File: src/rtl/responder_host_ctrl_if.sv
// Key, switch and countdown-timer signals between the quiz host controller and its surroundings.
interface responder_host_ctrl_if #(
    parameter int NPLAYER = 4
);
    logic               Host_Start;
    logic               Host_Clear;
    logic               Time_Load;
    logic [7:0]         Time_Sw;
    logic [NPLAYER-1:0] Player_Key;
    logic               Block_Sel;
    logic               Timer_Start;
    logic               Timer_Clr;
    logic               Set_Time;
    logic [7:0]         Change_Time;
    logic [3:0]         Winner;
    logic [NPLAYER-1:0] LED_Player;
    logic               Foul;
    logic               Buzzer_Answer;

    modport master (
        input  Host_Start, Host_Clear, Time_Load, Time_Sw, Player_Key, Block_Sel,
        output Timer_Start, Timer_Clr, Set_Time, Change_Time, Winner, LED_Player,
               Foul, Buzzer_Answer
    );

    modport slave (
        output Host_Start, Host_Clear, Time_Load, Time_Sw, Player_Key, Block_Sel,
        input  Timer_Start, Timer_Clr, Set_Time, Change_Time, Winner, LED_Player,
               Foul, Buzzer_Answer
    );
endinterface

File: src/rtl/responder_host_ctrl.sv
// Quiz responder host: arms the countdown, latches the first player key, flags false starts.
//
// state     | meaning
// ----------+--------------------------------------------------------
// S_IDLE    | waiting for host start; a player key here is a foul
// S_ARMED   | countdown running, first player key wins
// S_LOCKED  | winner latched, timer frozen
// S_TIMEOUT | timer reported time-over, answers refused
// S_FOUL    | false-start player displayed
module responder_host_ctrl #(
    parameter int NPLAYER      = 4,
    parameter int BUZZ_CYCLES  = 25_000_000,
    parameter int DEFAULT_TIME = 9
) (
    input logic                   CLK,
    input logic                   RST,
    responder_host_ctrl_if.master bus
);
    localparam int CW = $clog2(BUZZ_CYCLES + 1);

    typedef enum logic [2:0] {S_IDLE, S_ARMED, S_LOCKED, S_TIMEOUT, S_FOUL} state_t;

    state_t state_q, state_d;

    logic [2:0]         ctl_s1, ctl_s2, ctl_prev;
    logic [NPLAYER-1:0] key_s1, key_s2, key_prev;
    logic               blk_s1, blk_s2;

    logic               start_edge, clear_edge, load_edge, key_any;
    logic [NPLAYER-1:0] key_edge;
    logic [3:0]         key_idx;
    logic [3:0]         win_num;
    logic [NPLAYER-1:0] win_led;

    logic               timer_start_q, timer_start_d;
    logic               timer_clr_q, timer_clr_d;
    logic               set_time_q, set_time_d;
    logic [7:0]         change_time_q, change_time_d;
    logic [3:0]         winner_q, winner_d;
    logic [NPLAYER-1:0] led_q, led_d;
    logic               foul_q, foul_d;
    logic               buzz_start;
    logic               buzz_on;
    logic [CW-1:0]      buzz_cnt;

    assign start_edge = ctl_s2[0] & ~ctl_prev[0];
    assign clear_edge = ctl_s2[1] & ~ctl_prev[1];
    assign load_edge  = ctl_s2[2] & ~ctl_prev[2];
    assign key_edge   = key_s2 & ~key_prev;
    assign key_any    = |key_edge;

    // Scanning from the top lets the lowest-numbered pressing player win.
    always_comb begin
        key_idx = '0;
        for (int i = NPLAYER - 1; i >= 0; i--) begin
            if (key_edge[i]) key_idx = 4'(i);
        end
    end

    assign win_num = key_idx + 4'd1;
    assign win_led = NPLAYER'(1) << key_idx;

    always_comb begin
        state_d       = state_q;
        timer_start_d = timer_start_q;
        timer_clr_d   = 1'b0;
        set_time_d    = 1'b0;
        change_time_d = change_time_q;
        winner_d      = winner_q;
        led_d         = led_q;
        foul_d        = foul_q;
        buzz_start    = 1'b0;
        if (clear_edge) begin
            state_d       = S_IDLE;
            timer_start_d = 1'b0;
            timer_clr_d   = 1'b1;
            winner_d      = 4'd10;
            led_d         = '0;
            foul_d        = 1'b0;
        end else begin
            case (state_q)
                S_IDLE: begin
                    if (key_any) begin
                        state_d    = S_FOUL;
                        winner_d   = win_num;
                        led_d      = win_led;
                        foul_d     = 1'b1;
                        buzz_start = 1'b1;
                    end else if (start_edge) begin
                        state_d       = S_ARMED;
                        timer_start_d = 1'b1;
                    end
                    if (load_edge) begin
                        set_time_d    = 1'b1;
                        change_time_d = (bus.Time_Sw > 8'd99) ? 8'd99 : bus.Time_Sw;
                    end
                end
                S_ARMED: begin
                    if (key_any) begin
                        state_d       = S_LOCKED;
                        winner_d      = win_num;
                        led_d         = win_led;
                        timer_start_d = 1'b0;
                        buzz_start    = 1'b1;
                    end else if (blk_s2) begin
                        state_d       = S_TIMEOUT;
                        timer_start_d = 1'b0;
                    end
                end
                S_LOCKED, S_TIMEOUT, S_FOUL: state_d = state_q;
                default: state_d = S_IDLE;
            endcase
        end
    end

    always_ff @(posedge CLK) begin
        if (RST) begin
            ctl_s1        <= '0;
            ctl_s2        <= '0;
            ctl_prev      <= '0;
            key_s1        <= '0;
            key_s2        <= '0;
            key_prev      <= '0;
            blk_s1        <= 1'b0;
            blk_s2        <= 1'b0;
            state_q       <= S_IDLE;
            timer_start_q <= 1'b0;
            timer_clr_q   <= 1'b1;
            set_time_q    <= 1'b0;
            change_time_q <= 8'(DEFAULT_TIME);
            winner_q      <= 4'd10;
            led_q         <= '0;
            foul_q        <= 1'b0;
            buzz_on       <= 1'b0;
            buzz_cnt      <= '0;
        end else begin
            ctl_s1        <= {bus.Time_Load, bus.Host_Clear, bus.Host_Start};
            ctl_s2        <= ctl_s1;
            ctl_prev      <= ctl_s2;
            key_s1        <= bus.Player_Key;
            key_s2        <= key_s1;
            key_prev      <= key_s2;
            blk_s1        <= bus.Block_Sel;
            blk_s2        <= blk_s1;
            state_q       <= state_d;
            timer_start_q <= timer_start_d;
            timer_clr_q   <= timer_clr_d;
            set_time_q    <= set_time_d;
            change_time_q <= change_time_d;
            winner_q      <= winner_d;
            led_q         <= led_d;
            foul_q        <= foul_d;
            // Buzzer down-counter; a running pulse is never restarted, only cut by a clear.
            if (clear_edge) begin
                buzz_on  <= 1'b0;
                buzz_cnt <= '0;
            end else if (buzz_start && !buzz_on) begin
                buzz_on  <= 1'b1;
                buzz_cnt <= CW'(BUZZ_CYCLES - 1);
            end else if (buzz_on) begin
                if (buzz_cnt == '0) buzz_on <= 1'b0;
                else                buzz_cnt <= buzz_cnt - CW'(1);
            end
        end
    end

    assign bus.Timer_Start   = timer_start_q;
    assign bus.Timer_Clr     = timer_clr_q;
    assign bus.Set_Time      = set_time_q;
    assign bus.Change_Time   = change_time_q;
    assign bus.Winner        = winner_q;
    assign bus.LED_Player    = led_q;
    assign bus.Foul          = foul_q;
    assign bus.Buzzer_Answer = buzz_on;
endmodule

File: src/flat_wrapper.sv
// flat-port wrapper written by rule: the top's interface ports become plain ports
module responder_host_ctrl_flat 
#(
    parameter int NPLAYER      = 4,
    parameter int BUZZ_CYCLES  = 25_000_000,
    parameter int DEFAULT_TIME = 9
)
  (CLK, RST, bus_Host_Start, bus_Host_Clear, bus_Time_Load, bus_Time_Sw, bus_Player_Key, bus_Block_Sel, bus_Timer_Start, bus_Timer_Clr, bus_Set_Time, bus_Change_Time, bus_Winner, bus_LED_Player, bus_Foul, bus_Buzzer_Answer);
  responder_host_ctrl_if #(.NPLAYER(NPLAYER)) bus_i ();
  input logic CLK;
  input logic RST;
  input wire logic [$bits(bus_i.Host_Start)-1:0] bus_Host_Start;
  input wire logic [$bits(bus_i.Host_Clear)-1:0] bus_Host_Clear;
  input wire logic [$bits(bus_i.Time_Load)-1:0] bus_Time_Load;
  input wire logic [$bits(bus_i.Time_Sw)-1:0] bus_Time_Sw;
  input wire logic [$bits(bus_i.Player_Key)-1:0] bus_Player_Key;
  input wire logic [$bits(bus_i.Block_Sel)-1:0] bus_Block_Sel;
  output wire logic [$bits(bus_i.Timer_Start)-1:0] bus_Timer_Start;
  output wire logic [$bits(bus_i.Timer_Clr)-1:0] bus_Timer_Clr;
  output wire logic [$bits(bus_i.Set_Time)-1:0] bus_Set_Time;
  output wire logic [$bits(bus_i.Change_Time)-1:0] bus_Change_Time;
  output wire logic [$bits(bus_i.Winner)-1:0] bus_Winner;
  output wire logic [$bits(bus_i.LED_Player)-1:0] bus_LED_Player;
  output wire logic [$bits(bus_i.Foul)-1:0] bus_Foul;
  output wire logic [$bits(bus_i.Buzzer_Answer)-1:0] bus_Buzzer_Answer;
  assign bus_i.Host_Start = bus_Host_Start;
  assign bus_i.Host_Clear = bus_Host_Clear;
  assign bus_i.Time_Load = bus_Time_Load;
  assign bus_i.Time_Sw = bus_Time_Sw;
  assign bus_i.Player_Key = bus_Player_Key;
  assign bus_i.Block_Sel = bus_Block_Sel;
  assign bus_Timer_Start = bus_i.Timer_Start;
  assign bus_Timer_Clr = bus_i.Timer_Clr;
  assign bus_Set_Time = bus_i.Set_Time;
  assign bus_Change_Time = bus_i.Change_Time;
  assign bus_Winner = bus_i.Winner;
  assign bus_LED_Player = bus_i.LED_Player;
  assign bus_Foul = bus_i.Foul;
  assign bus_Buzzer_Answer = bus_i.Buzzer_Answer;
  responder_host_ctrl #(.NPLAYER(NPLAYER), .BUZZ_CYCLES(BUZZ_CYCLES), .DEFAULT_TIME(DEFAULT_TIME)) u_core (.CLK(CLK), .RST(RST), .bus(bus_i));
endmodule
File: config.mk
export PLATFORM = sky130hd
export DESIGN_NAME = responder_host_ctrl_flat
export DESIGN_NICKNAME = d
export VERILOG_FILES = /design/src/rtl/responder_host_ctrl_if.sv /design/src/rtl/responder_host_ctrl.sv /design/src/flat_wrapper.sv
export SDC_FILE = /design/constraint.sdc
export NUM_CORES = 1
export LEC_CHECK = 0
export ABC_CLOCK_PERIOD_IN_PS = 3890
export CORE_ASPECT_RATIO = 0.9
export CORE_MARGIN = 1.5
export CORE_UTILIZATION = 50
export DETAILED_ROUTE_END_ITERATION = 12
export PLACE_DENSITY = 0.78
export SYNTH_ARGS = -nofsm -noshare
export SYNTH_HDL_FRONTEND = slang
export SYNTH_SLANG_ARGS = --single-unit
File: constraint.sdc
create_clock -name CLK -period 3.89 [get_ports CLK]
set_input_delay 0.5835 -clock CLK [delete_from_list [all_inputs] [get_ports CLK]]
set_output_delay 0.5835 -clock CLK [all_outputs]
set_load 0.01 [all_outputs]
==> results of run 1 <==
cell families (layout without fill, tap and decap cells):
family          count (synthesis)  after routing  synth area share, %
mux                             5              5                 1.70
xor+xnor                       13             13                 3.86
compound gates                 54             54                 12.9
simple gates                  143            143                 27.6
flops                          71             71                 48.2
buf+inv                        20             64                 3.18
fa+ha+maj                       6              6                 2.55
metal layers:
metal / wire, µm / track usage, % / share of wire (%) / vias to the layer above
met1: 2680 / 24.1 / 46 / 1093
met2: 2680 / 33.4 / 46 / 85
met4: 61 / 7.10 / 1.0 / 0
met5: 0 / 0 / 0 / -
met3: 397 / 8.23 / 6.8 / 10
li1: - / - / - / 1189
final timing paths:
path                                         from                          endpoint  slack (ns)
setup / recovery  u_core.buzz_cnt[0]$_SDFFE_PP0P_  u_core.buzz_cnt[11]$_SDFFE_PP0P_        1.26
hold / removal        u_core.key_s1[2]$_SDFF_PP0_       u_core.key_s2[2]$_SDFF_PP0_        0.44
setup reg to reg  u_core.buzz_cnt[0]$_SDFFE_PP0P_  u_core.buzz_cnt[11]$_SDFFE_PP0P_        1.26
hold reg to reg       u_core.key_s1[2]$_SDFF_PP0_       u_core.key_s2[2]$_SDFF_PP0_        0.44
cell usage in the layout (no fill, tap or decap), types with 3 or more instances in the layout:
master           instances
nor4_1                   5
nand4_1                  5
nor2_1                  38
or2_2                    4
a211oi_1                 6
mux2i_1                  5
buf_4                    3
or4_1                    5
nor3_1                  14
inv_6                    4
dfxtp_1                 71
inv_1                    7
ha_1                     6
nor4b_1                  3
nand3_1                  7
nand2b_1                 4
o31a_1                   3
nand2_1                 11
xor2_1                  12
a21oi_1                 19
o21ai_0                  6
clkbuf_8                 9
or3_1                    5
clkdlybuf4s50_1         38
nor2b_1                 28
registers in the layout (all words and copies together), names as in the netlist, 4 cells and up:
name / cells
u_core.buzz_cnt: 25
u_core.bus.Change_Time: 8
u_core.key_s2: 4
u_core.key_prev: 4
u_core.bus.Winner: 4
u_core.key_s1: 4
final cells by class:
type / instances / area (µm²) / share of cell area [%]
timing repair buffer: 41 / 403 / 11.3
inverter: 7 / 26.3 / 0.737
tap: 70 / 87.6 / 2.46
sequential: 71 / 1420 / 39.9
clock inverter: 7 / 71.3 / 2.00
multi-input combinational: 221 / 1430 / 40.2
clock buffer: 9 / 124 / 3.47
synth_stat cells, types with 5 or more instances:
cell       n
nor2_1    38
dfxtp_1   71
or3_1      5
mux2i_1    5
nand4_1    5
a211oi_1   6
nand2_1   11
nand3_1    7
o21ai_0    6
ha_1       6
xor2_1    12
or4_1      5
clkbuf_1   9
inv_1      7
nor4_1     5
a21oi_1   19
nor3_1    14
nor2b_1   28
stage by stage:
stage | instances | hold slack (ns)
6_report | 426 | 0.440
5_1_grt | 426 | 0.456
4_1_cts | 426 | 0.447
3_5_place_dp | 410 | 0.425
3_3_place_gp | 410 | 0.418
2_1_floorplan | 312 | 0.414
power groups by stage:
stage | Combinational (mW) | Sequential [mW] | Clock [mW]
2_1_floorplan | 0.280 | 0.836 | 0
6_report | 0.367 | 0.833 | 0.565
5_1_grt | 0.410 | 0.842 | 0.615
3_3_place_gp | 0.354 | 0.846 | 0
3_5_place_dp | 0.362 | 0.849 | 0
4_1_cts | 0.366 | 0.832 | 0.585
==> flow_summary.ini, run 1 <==
[cts]
htree_levels = 3
clk_pin_slew_ns = 0.09
clockRootBuffer = clkbuf_8
cts-buffers-inserted = 9
cts_resized = 0
clk_latency_ns = 0.35
hold_buffers = 0
cts_setup_buffers = 0
clockBufferDepth = 2
clkSinkCount = 71
cts_tree = yes

[worst_setup_path]
slowest_stage = nand4_1
worst-path-stages = 7
cp_top_family = simple AND/OR/NAND/NOR gates
slowest_delay_ns = 0.57
r2r_cells = 7
cp_cell_sequence = inv_1, ha_1, nor4b_1, nand4_1, o21a_4, a311o_1, nor3b_2
crit_arrival_ns = 2.84
crit_path_start_kind = register
crit_path_max_fanout = 14
required_ns = 4.10
critical_path_class = register to register
endpoint_kind = register
cp.buffers_inverters = 1

[synthesis]
avgSynthCellArea_um2 = 9.45
synth_cells = 312
synth_flop_cell = dfxtp_1
async_reset_ff_share_pct = 0
syn_area_mm2 = 0.00295
synth_edf_count = 0
yosysTopAreaCellShare_pct = 48.2
synth_cell_types = 54
synth_nets = 336
ys.warnings.count = 0
synth_area_leader_cell = dfxtp_1
ys_ff_latch = 71
yosysSeqAreaShare_pct = 48.2
netlist_top_cells_area = dfxtp_1 48%, nor2b_1 5.9%, nor2_1 4.8%

[sta]
tightest_slew_ns = 1.31
min_period_ns = 2.63
slew_violations = 0
rsz0062_at_grt = false
slew_headroom_pct = 12.2
clock_skew_ns = 0.00790
setup_violations = 0
tns_ns = 0
timing_hold_violations_final = 0
fin_ws_ns = 1.26
max_freq_ghz = 0.380
period_share_pct = 67.7

[final_layout]
drive_above_1_share_pct = 9.55
finish.instance_area_mm2 = 0.00357
fin_util_pct = 62.6
areaGrowthSynthToFinish_pct = 21.0
fillers = 478
num_antenna_cells = 0
nets = 375

[placed_design]
hpwl_um = 4080
dp_slack_ns = 1.34
placed_cell_area_mm2 = 0.00337
portBuffers = 38
gp_congestion = 0.838

[global_routing]
grt_overflow = 0
grt_pass1_vias = 2267
grt_max_degree = 33
grt_pass1_wl_um = 10100
antenna_found_initial = 0
track_usage_pct = 20.1

[power_and_ir_drop]
p_switching_mw = 0.575
power.share.clock_pct = 32.0
finalPower_mw = 1.76
ir_drop_v = 0.000347
p_comb_share_pct = 20.8
p_leak_nw = 1.35
internal_power_mw = 1.19
power_density_mw_per_mm2 = 495
swShare_pct = 32.6
pwr-share-seq_pct = 47.2

[detailed_routing]
via_count = 2377
firstDrtPassIters = 4
drc = 0
avgViaCountPerCell = 5.58
wirelength_um = 5820
drt_iter0_markers = 132
avgRoutedWirePerCell_um = 13.7
ant_nets = 0

[floorplanning]
initial_utilization_pct = 51.8
dieArea_mm2 = 0.00637
boundaryPins = 39
die_h_um = 75.8
die_w_um = 83.9
core_area_mm2 = 0.00569
rows = 26

[min_path]
hp-class = register to register
whs_path_depth = 1

[outcome]
status = completed

[run]
cap_violations = 0
No activity file was read; power rests on OpenSTA's default activity.
==> inputs of run 2 (changes only) <==
--- a/config.mk
+++ b/config.mk
@@ -5,7 +5,7 @@
 export SDC_FILE = /design/constraint.sdc
 export NUM_CORES = 1
 export LEC_CHECK = 0
-export ABC_CLOCK_PERIOD_IN_PS = 3890
+export ABC_CLOCK_PERIOD_IN_PS = 2450
 export CORE_ASPECT_RATIO = 0.9
 export CORE_MARGIN = 1.5
 export CORE_UTILIZATION = 50
==> constraint.sdc (replaced) <==
create_clock -name CLK -period 2.45 [get_ports CLK]
set_input_delay 0.3675 -clock CLK [delete_from_list [all_inputs] [get_ports CLK]]
set_output_delay 0.3675 -clock CLK [all_outputs]
set_load 0.01 [all_outputs]
==> flow_summary.ini, run 2 (synthesis gave the netlist of run 1 again) <==
[sta]
tightest_slew_ns = 0.454
period_share_pct = 94.9
tns_ns = 0
clock_skew_ns = 0.00486
hold_ws_ns = 0.440
setup_violations = 0
max_freq_ghz = 0.430
slew_violations = 0
slew_headroom_pct = 69.5
min_period_ns = 2.32
rsz0062_at_grt = false
timing_hold_violations_final = 0

[final_layout]
final_cell_mix = 71 x dfxtp_1, 38 x nor2_1, 38 x clkdlybuf4s50_1
drive_above_1_share_pct = 12.3
nets = 386
largest_reg_flops = 25
num_antenna_cells = 0
largest_register = u_core.buzz_cnt
areaGrowthSynthToFinish_pct = 24.1
layout_commonest_cell = dfxtp_1

[power_and_ir_drop]
pwr-share-seq_pct = 45.9
swShare_pct = 32.2
p_leak_nw = 1.40
ir_drop_v = 0.000505
power_density_mw_per_mm2 = 783
internal_power_mw = 1.94
p_switching_mw = 0.923
p_comb_share_pct = 22.6
power.share.clock_pct = 31.5

[cts]
cts_setup_buffers = 0
clkSinkCount = 71
cts_tree = yes
cts_resized = 0
htree_levels = 3
hold_buffers = 0
clk_latency_ns = 0.35
clockBufferDepth = 2
clockRootBuffer = clkbuf_8
clk_pin_slew_ns = 0.09
cts-buffers-inserted = 9

[detailed_routing]
avgViaCountPerCell = 5.52
drc = 0
firstDrtPassIters = 4
drt_iter0_markers = 128
wirelength_um = 5690
via_count = 2412
ant_nets = 0
avgRoutedWirePerCell_um = 13.0

[worst_setup_path]
endpoint_kind = register
critical_path_class = register to register
crit_arrival_ns = 2.56
crit_path_max_fanout = 10
required_ns = 2.69
crit_path_start_kind = register

[floorplanning]
die_h_um = 75.8
die_w_um = 83.9
dieArea_mm2 = 0.00637
boundaryPins = 39
rows = 26
initial_utilization_pct = 51.8
core_area_mm2 = 0.00569

[global_routing]
grt_pass1_wl_um = 9870
grt_max_degree = 33
grt_overflow = 0
antenna_found_initial = 0
track_usage_pct = 19.9
grt_pass1_vias = 2229

[min_path]
hp-class = register to register

[placed_design]
portBuffers = 38
hpwl_um = 4040
gp_congestion = 0.838

[outcome]
status = completed

[run]
cap_violations = 0
-- run 2: changes by cell type in the layout (fill, tap and decap cells not counted) --
cell      change
buf_4        +10
inv_8         +2
buf_12        +1
clkinv_8      -1
inv_6         -1
-- run 2: metrics by stage --
stage / cell area [µm²] / power, mW / setup slack, ns / utilization [%] / instances
6_report: 3660 / 2.87 / 0.126 / 64.3 / 437
3_3_place_gp: 3470 / 1.97 / 0.174 / 60.9 / 421
3_5_place_dp: 3470 / 1.98 / 0.139 / 60.9 / 421
2_1_floorplan: 2950 / 1.77 / 0.0831 / - / 312
4_1_cts: 3660 / 2.89 / 0.126 / 64.3 / 437
5_1_grt: 3660 / 3.03 / 0.0141 / 64.3 / 437
-- run 2: power groups by stage --
stage	Clock, mW	Combinational (mW)	Sequential, mW
final	0.903	0.647	1.32
after global routing	0.978	0.720	1.33
after CTS	0.930	0.648	1.31
after detailed placement	0	0.642	1.34
after global placement	0	0.632	1.34
after floorplan	0	0.444	1.33
-- run 2: path summary, 6_finish.rpt --
kind | from | cells after the start | endpoint | slack (ns)
worst max-delay path | u_core.buzz_cnt[6]$_SDFFE_PP0P_ | 5 | u_core.buzz_cnt[11]$_SDFFE_PP0P_ | 0.13
worst min register to register | u_core.key_s1[2]$_SDFF_PP0_ | 1 | u_core.key_s2[2]$_SDFF_PP0_ | 0.44
worst min-delay path | u_core.key_s1[2]$_SDFF_PP0_ | 1 | u_core.key_s2[2]$_SDFF_PP0_ | 0.44
worst max register to register | u_core.buzz_cnt[6]$_SDFFE_PP0P_ | 5 | u_core.buzz_cnt[11]$_SDFFE_PP0P_ | 0.13
-- run 2: critical path, stage by stage (launching register included) --
cell     delay, ns
dfxtp_1       0.33
or4_1         0.58
or4_4         0.61
o21a_4        0.27
a311o_1       0.26
nor3b_2       0.15
-- run 2: layout make-up --
type	instances	area [µm²]
inverter	7	26.3
clock buffer	9	124
clock inverter	7	68.8
fill	466	2030
sequential	71	1420
timing repair buffer	52	498
tap	70	87.6
multi-input combinational	221	1430
-- run 2: layer usage --
layer  vias up  part of all wire, %  routed length, µm  GRT usage, %
met5         -                    0                  0             0
met4         0                  1.4                 77          8.01
met3        11                  7.0                401          7.91
met2        75                   45               2540          31.9
met1      1114                   47               2670          24.4
li1       1212                    -                  -             -
